<file path="src/rtl/bcd2bin_time_pkg.sv">
// Shared constants and state encoding for the BCD-to-binary time converter.
package bcd2bin_time_pkg;

  // Field widths: two BCD digits in, 7-bit binary accumulated, 6 bits presented.
  localparam int BCD_W      = 8;
  localparam int BIN_W      = 6;
  localparam int BIN_INT_W  = 7;
  // Seven shifts move every bit of a 2-digit value (max 99 < 128) into the binary side.
  localparam int ITER_COUNT = 7;

  localparam int HOUR_MAX_DEF   = 23;
  localparam int MINSEC_MAX_DEF = 59;

  typedef enum logic [1:0] {
    IDLE = 2'd0,
    CONV = 2'd1,
    DONE = 2'd2
  } state_t;

endpackage

</file>
<file path="src/rtl/bcd2bin_field.sv">
// One 2-digit reverse double-dabble register: load, iterate, and range-check input.
module bcd2bin_field
  import bcd2bin_time_pkg::*;
#(
  parameter int FIELD_MAX = MINSEC_MAX_DEF
) (
  input  logic                 clock,
  input  logic                 reset,
  input  logic                 load,
  input  logic                 step,
  input  logic [BCD_W-1:0]     bcd_in,
  output logic [BIN_W-1:0]     bin_out,
  output logic                 invalid
);

  localparam int SR_W = BCD_W + BIN_INT_W;
  localparam logic [7:0] MAX_V = 8'(FIELD_MAX);

  // {bcd digits, partial binary}; bits shift from the BCD side into the binary side.
  logic [SR_W-1:0] sr_reg;
  logic [SR_W-1:0] shifted;
  logic [SR_W-1:0] stepped;

  logic [3:0] tens;
  logic [3:0] units;
  logic [7:0] value;

  assign shifted = sr_reg >> 1;
  assign stepped[BIN_INT_W-1:0] = shifted[BIN_INT_W-1:0];

  // After each shift, any BCD nibble that picked up a weight-8 bit is corrected by -3.
  genvar gi;
  generate
    for (gi = 0; gi < BCD_W / 4; gi++) begin : g_nibble
      assign stepped[BIN_INT_W + 4*gi +: 4] =
        (shifted[BIN_INT_W + 4*gi +: 4] >= 4'd8) ? (shifted[BIN_INT_W + 4*gi +: 4] - 4'd3)
                                                 : shifted[BIN_INT_W + 4*gi +: 4];
    end
  endgenerate

  // Validation looks at the live input so it is ready in the accepting cycle.
  assign tens    = bcd_in[7:4];
  assign units   = bcd_in[3:0];
  assign value   = ({4'b0, tens} * 8'd10) + {4'b0, units};
  assign invalid = (tens > 4'd9) | (units > 4'd9) | (value > MAX_V);

  // Legal results fit in 6 bits, so the top internal bit is dropped here.
  assign bin_out = sr_reg[BIN_W-1:0];

  // Shift register: load captures the digits, step performs one iteration.
  always_ff @(posedge clock) begin
    if (!reset) begin
      sr_reg <= '0;
    end else if (load) begin
      sr_reg <= {bcd_in, {BIN_INT_W{1'b0}}};
    end else if (step) begin
      sr_reg <= stepped;
    end
  end

endmodule

</file>
<file path="src/rtl/bcd2bin_time.sv">
// Converts a 6-digit BCD hh:mm:ss value to packed binary fields with validity check.
module bcd2bin_time
  import bcd2bin_time_pkg::*;
#(
  parameter int HOUR_MAX   = HOUR_MAX_DEF,
  parameter int MINSEC_MAX = MINSEC_MAX_DEF
) (
  input  logic                 clock,
  input  logic                 reset,
  input  logic                 start,
  input  logic [3*BCD_W-1:0]   bcd_in,
  output logic                 busy,
  output logic                 done,
  output logic                 error,
  output logic [3*BIN_W-1:0]   time_data
);

  localparam logic [2:0] LAST_ITER = 3'(ITER_COUNT - 1);

  state_t state_reg, state_next;
  logic [2:0]         iter_reg, iter_next;
  logic               done_reg, done_next;
  logic               error_reg, error_next;
  logic [3*BIN_W-1:0] time_reg, time_next;

  logic               load;
  logic               step;
  logic [2:0]         invalid_vec;
  logic               invalid_any;
  logic [3*BIN_W-1:0] bin_all;

  // Field 0 = seconds, 1 = minutes, 2 = hours; lanes line up with time_data.
  genvar gi;
  generate
    for (gi = 0; gi < 3; gi++) begin : g_field
      bcd2bin_field #(
        .FIELD_MAX ((gi == 2) ? HOUR_MAX : MINSEC_MAX)
      ) u_field (
        .clock   (clock),
        .reset   (reset),
        .load    (load),
        .step    (step),
        .bcd_in  (bcd_in[gi*BCD_W +: BCD_W]),
        .bin_out (bin_all[gi*BIN_W +: BIN_W]),
        .invalid (invalid_vec[gi])
      );
    end
  endgenerate

  assign invalid_any = |invalid_vec;

  assign busy      = (state_reg != IDLE);
  assign done      = done_reg;
  assign error     = error_reg;
  assign time_data = time_reg;

  // Next-state and datapath control; DONE publishes the result one edge later.
  always_comb begin
    state_next = state_reg;
    iter_next  = iter_reg;
    done_next  = 1'b0;
    error_next = error_reg;
    time_next  = time_reg;
    load       = 1'b0;
    step       = 1'b0;
    case (state_reg)
      IDLE: begin
        if (start) begin
          error_next = invalid_any;
          if (invalid_any) begin
            state_next = DONE;
          end else begin
            state_next = CONV;
            load       = 1'b1;
            iter_next  = '0;
          end
        end
      end
      CONV: begin
        step = 1'b1;
        if (iter_reg == LAST_ITER) begin
          state_next = DONE;
          iter_next  = '0;
        end else begin
          iter_next = iter_reg + 3'd1;
        end
      end
      DONE: begin
        state_next = IDLE;
        done_next  = 1'b1;
        // A rejected request leaves the previous result in place.
        if (!error_reg) begin
          time_next = bin_all;
        end
      end
      default: begin
        state_next = IDLE;
      end
    endcase
  end

  // State and output registers; reset wins over any request in flight.
  always_ff @(posedge clock) begin
    if (!reset) begin
      state_reg <= IDLE;
      iter_reg  <= '0;
      done_reg  <= 1'b0;
      error_reg <= 1'b0;
      time_reg  <= '0;
    end else begin
      state_reg <= state_next;
      iter_reg  <= iter_next;
      done_reg  <= done_next;
      error_reg <= error_next;
      time_reg  <= time_next;
    end
  end

endmodule

</file>
<file path="config.mk">
export PLATFORM = sky130hd
export DESIGN_NAME = bcd2bin_time
export DESIGN_NICKNAME = d
export VERILOG_FILES = /design/src/rtl/bcd2bin_time_pkg.sv /design/src/rtl/bcd2bin_field.sv /design/src/rtl/bcd2bin_time.sv
export SDC_FILE = /design/constraint.sdc
export NUM_CORES = 1
export LEC_CHECK = 0
export ABC_AREA = 1
export CAP_MARGIN = 20
export CORE_MARGIN = 5
export CORE_UTILIZATION = 25
export CTS_BUF_LIST = sky130_fd_sc_hd__clkbuf_2
export CTS_CLUSTER_DIAMETER = 40
export CTS_CLUSTER_SIZE = 10
export DETAILED_ROUTE_END_ITERATION = 10
export GPL_ROUTABILITY_DRIVEN = 0
export PLACE_DENSITY = 0.47
export SYNTH_ARGS = -nofsm -noshare
export SYNTH_HDL_FRONTEND = slang
export SYNTH_SLANG_ARGS = --single-unit
export TNS_END_PERCENT = 1
</file>
<file path="constraint.sdc">
create_clock -name clock -period 2.9 [get_ports clock]
set_input_delay 0.725 -clock clock [delete_from_list [all_inputs] [get_ports clock]]
set_output_delay 0.725 -clock clock [all_outputs]
set_load 0.005 [all_outputs]
</file>
==> impl_metrics.json <==
{
  "start_util": 0.252,
  "ys_ff_latch": 70,
  "critPathBufInv": 5,
  "whs_ps": 456,
  "critPathTopFamily": "adder cells",
  "grt_setup_unrepaired": "no",
  "grt_pass1_wl_um": 18300,
  "yosysWarnings": 0,
  "clkTransAtPathRegs_ps": 210,
  "synth_area_per_cell_um2": 6.91,
  "irDropWorstVdd_mv": 0.222,
  "final.setup_skew_ps": 19.1,
  "finalCritPeriodShare": 0.946,
  "core_area_mm2": 0.0171,
  "rrSetupSlack_ps": 1010,
  "timing.setup.tns_ps": 0,
  "tightestPinTransition_ps": 738,
  "cp_cell_sequence": "dlygate4sd2_1 -> ha_4 -> ha_4 -> fa_2 -> inv_2 -> nor2_2 -> nand2_1 -> nand2_1 -> nand2_2 -> clkinv_2 -> nand3_4 -> nor2_4 -> nand3_4 -> buf_12 -> nand2_2 -> bufbuf_16 -> a21oi_1",
  "largest_register_ffs": 45,
  "placed_cell_area_mm2": 0.00533,
  "rows": 48,
  "slew_headroom": 0.505,
  "crit_fanout": 11,
  "synth.distinct_cells": 31,
  "setup_viol": 0,
  "die_h_um": 141,
  "slowest_stage": "fa_2",
  "grt_usage": 0.109,
  "ys_seq_area_frac": 0.327,
  "tritoncts": "done",
  "synth_area_mm2": 0.00429,
  "min_path_type": "reg2reg",
  "wl_um": 10500,
  "antenna_found_initial": 1,
  "slew_viol_final": 0,
  "cts_hold_buf": 0,
  "crit_type": "in2reg",
  "cts_root_buf": "clkbuf_2",
  "cp.depth": 17,
  "cts_num_sinks": 70,
  "final_hold_viol_count": 0,
  "drtIter0Drc": 193,
  "cp-start-kind": "primary input",
  "endpoint_kind": "flop",
  "syn_to_final_growth_pct": 35.8,
  "n_fill_cell": 1853,
  "synthCells": 621,
  "startpoint": "bcd_in[7]",
  "numCtsBuffers": 9,
  "cts_buffer_depth": 2,
  "critPathCapture": "g_field[1].u_field.sr_reg[3]",
  "dp_hpwl_um": 7670,
  "synthesis.nets": 681,
  "viasPerCell": 4.32,
  "overflow": 0,
  "reg2reg_to": "g_field[0].u_field.sr_reg[4]",
  "cap_violations": 0,
  "htreeDepth": 3,
  "num_io_pins": 48,
  "wl_per_cell_um": 11.1,
  "cp.arrival_ps": 3180,
  "power.total_uw": 2270,
  "r2r_start": "state_reg[0]",
  "drive_above_1_share": 0.227,
  "io_buffers": 47,
  "p_leak_uw": 0.00245,
  "ant_nets": 0,
  "period_minus_slack_ps": 2740,
  "final_nets": 772,
  "critical-path-max-stage-delay_ps": 530,
  "die_w_um": 141,
  "crit_required_ps": 3340,
  "num_vias": 4078,
  "drtPass1Iterations": 4,
  "max_freq_ghz": 0.365,
  "run_status": "finished clean",
  "r2r_cells": 6,
  "grt_max_degree": 40,
  "die_area_mm2": 0.0199,
  "fin_util": 0.342,
  "grt_pass1_vias": 4034,
  "final_cell_area_mm2": 0.00583,
  "power_density_mw_per_mm2": 389,
  "drc_errors": 0,
  "clk_latency_ps": 510
}
synth_stat cells:
cell type | instances | area share
or2_2 | 4 | 0.0058
nand4_1 | 4 | 0.0058
buf_2 | 2 | 0.0023
nor2_2 | 7 | 0.010
nand3_4 | 1 | 0.0041
a21o_1 | 1 | 0.0018
or2_0 | 1 | 0.0015
o31ai_1 | 1 | 0.0018
buf_6 | 5 | 0.013
nor2_4 | 2 | 0.0052
buf_4 | 3 | 0.0052
nand3_1 | 66 | 0.077
nor3_1 | 1 | 0.0012
dfxtp_1 | 70 | 0.33
a21oi_1 | 63 | 0.073
nand2_1 | 145 | 0.13
xor2_1 | 1 | 0.0020
nand3b_1 | 3 | 0.0052
fa_1 | 6 | 0.028
nor2_1 | 31 | 0.027
nand3_2 | 10 | 0.023
inv_1 | 87 | 0.076
o21ai_1 | 1 | 0.0012
inv_2 | 4 | 0.0035
nand2_2 | 3 | 0.0044
o21ai_0 | 39 | 0.045
clkbuf_1 | 19 | 0.017
clkinv_1 | 2 | 0.0018
ha_1 | 27 | 0.079
xnor2_1 | 1 | 0.0020
a21oi_2 | 11 | 0.022
per-stage QoR:
stage,instances,setup WS (ps)
2_1_floorplan,621,-71.8
3_3_place_gp,912,-678
3_5_place_dp,912,-728
4_1_cts,942,1.67
5_1_grt,943,48.1
6_report,943,157
area by class of cell:
type / count / area [µm²] / share of cell area
multi-input cells: 429 / 2560 / 0.439
flip-flops and latches: 70 / 1400 / 0.240
repair buffers: 109 / 1070 / 0.183
inverters: 93 / 350 / 0.0601
well taps: 225 / 282 / 0.0483
clock inverters: 7 / 120 / 0.0206
clock buffers: 9 / 45.0 / 0.00773
diodes: 1 / 2.50 / 0.000429
kinds of logic after synthesis:
logic type,share of synthesized area
buf+inv,0.119
xor+xnor,0.00408
simple gates,0.298
flops,0.327
fa+ha+maj,0.107
compound gates,0.146
cell usage in the layout, fill, tap and decap left out, types with 5 or more instances in the layout:
cell and instances:
nand2_1 138, inv_1 83, dfxtp_1 70, nand3_1 62
a21oi_1 62, buf_4 50, o21ai_0 39, clkdlybuf4s50_1 32
nor2_1 29, ha_1 15, clkbuf_2 14, nand3_2 13
a21oi_2 12, nand2_2 10, inv_2 8, ha_4 7
nor2_2 6, buf_12 6, nor2_4 5, ha_2 5
worst min-delay path by stage:
stage	to	startpoint	slack (ps)	cells after the start
final	time_data[1]	time_data[1]	460	2
after global routing	time_data[14]	time_data[14]	480	2
after CTS	time_data[7]	time_data[7]	460	2
after detailed placement	time_data[7]	time_data[7]	430	2
after global placement	time_data[6]	time_data[6]	430	2
after floorplan	g_field[2].u_field.sr_reg[0]	g_field[2].u_field.sr_reg[0]	440	2
report_power, final:
part | internal [µW] | total [µW] | switching [µW]
logic | 252 | 512 | 260
registers | 988 | 1000 | 12.4
clock network | 376 | 754 | 378
total | 1620 | 2270 | 650
routing by layer:
metal,track usage,part of all wire,wire length (µm)
met5,0,0,0
met4,0.0388,0.013,138
met3,0.0170,0.043,453
met2,0.186,0.48,5020
met1,0.141,0.46,4860
timing repair:
| action | CTS | global route |
|---|---|---|
| gates cloned | 4 | 0 |
| resized for setup | 43 | 33 |
| setup endpoints to repair | 47 | 36 |
| pin swaps | 25 | 21 |
| setup buffers | 10 | 1 |
worst min-delay path: cells and delay by family (launching register included):
kind	cells	cell delay (ps)
DFF	1	360
AOI/OAI and AO/OA	1	40
buffers and inverters	1	50
No activity file was read; power rests on OpenSTA's default activity.
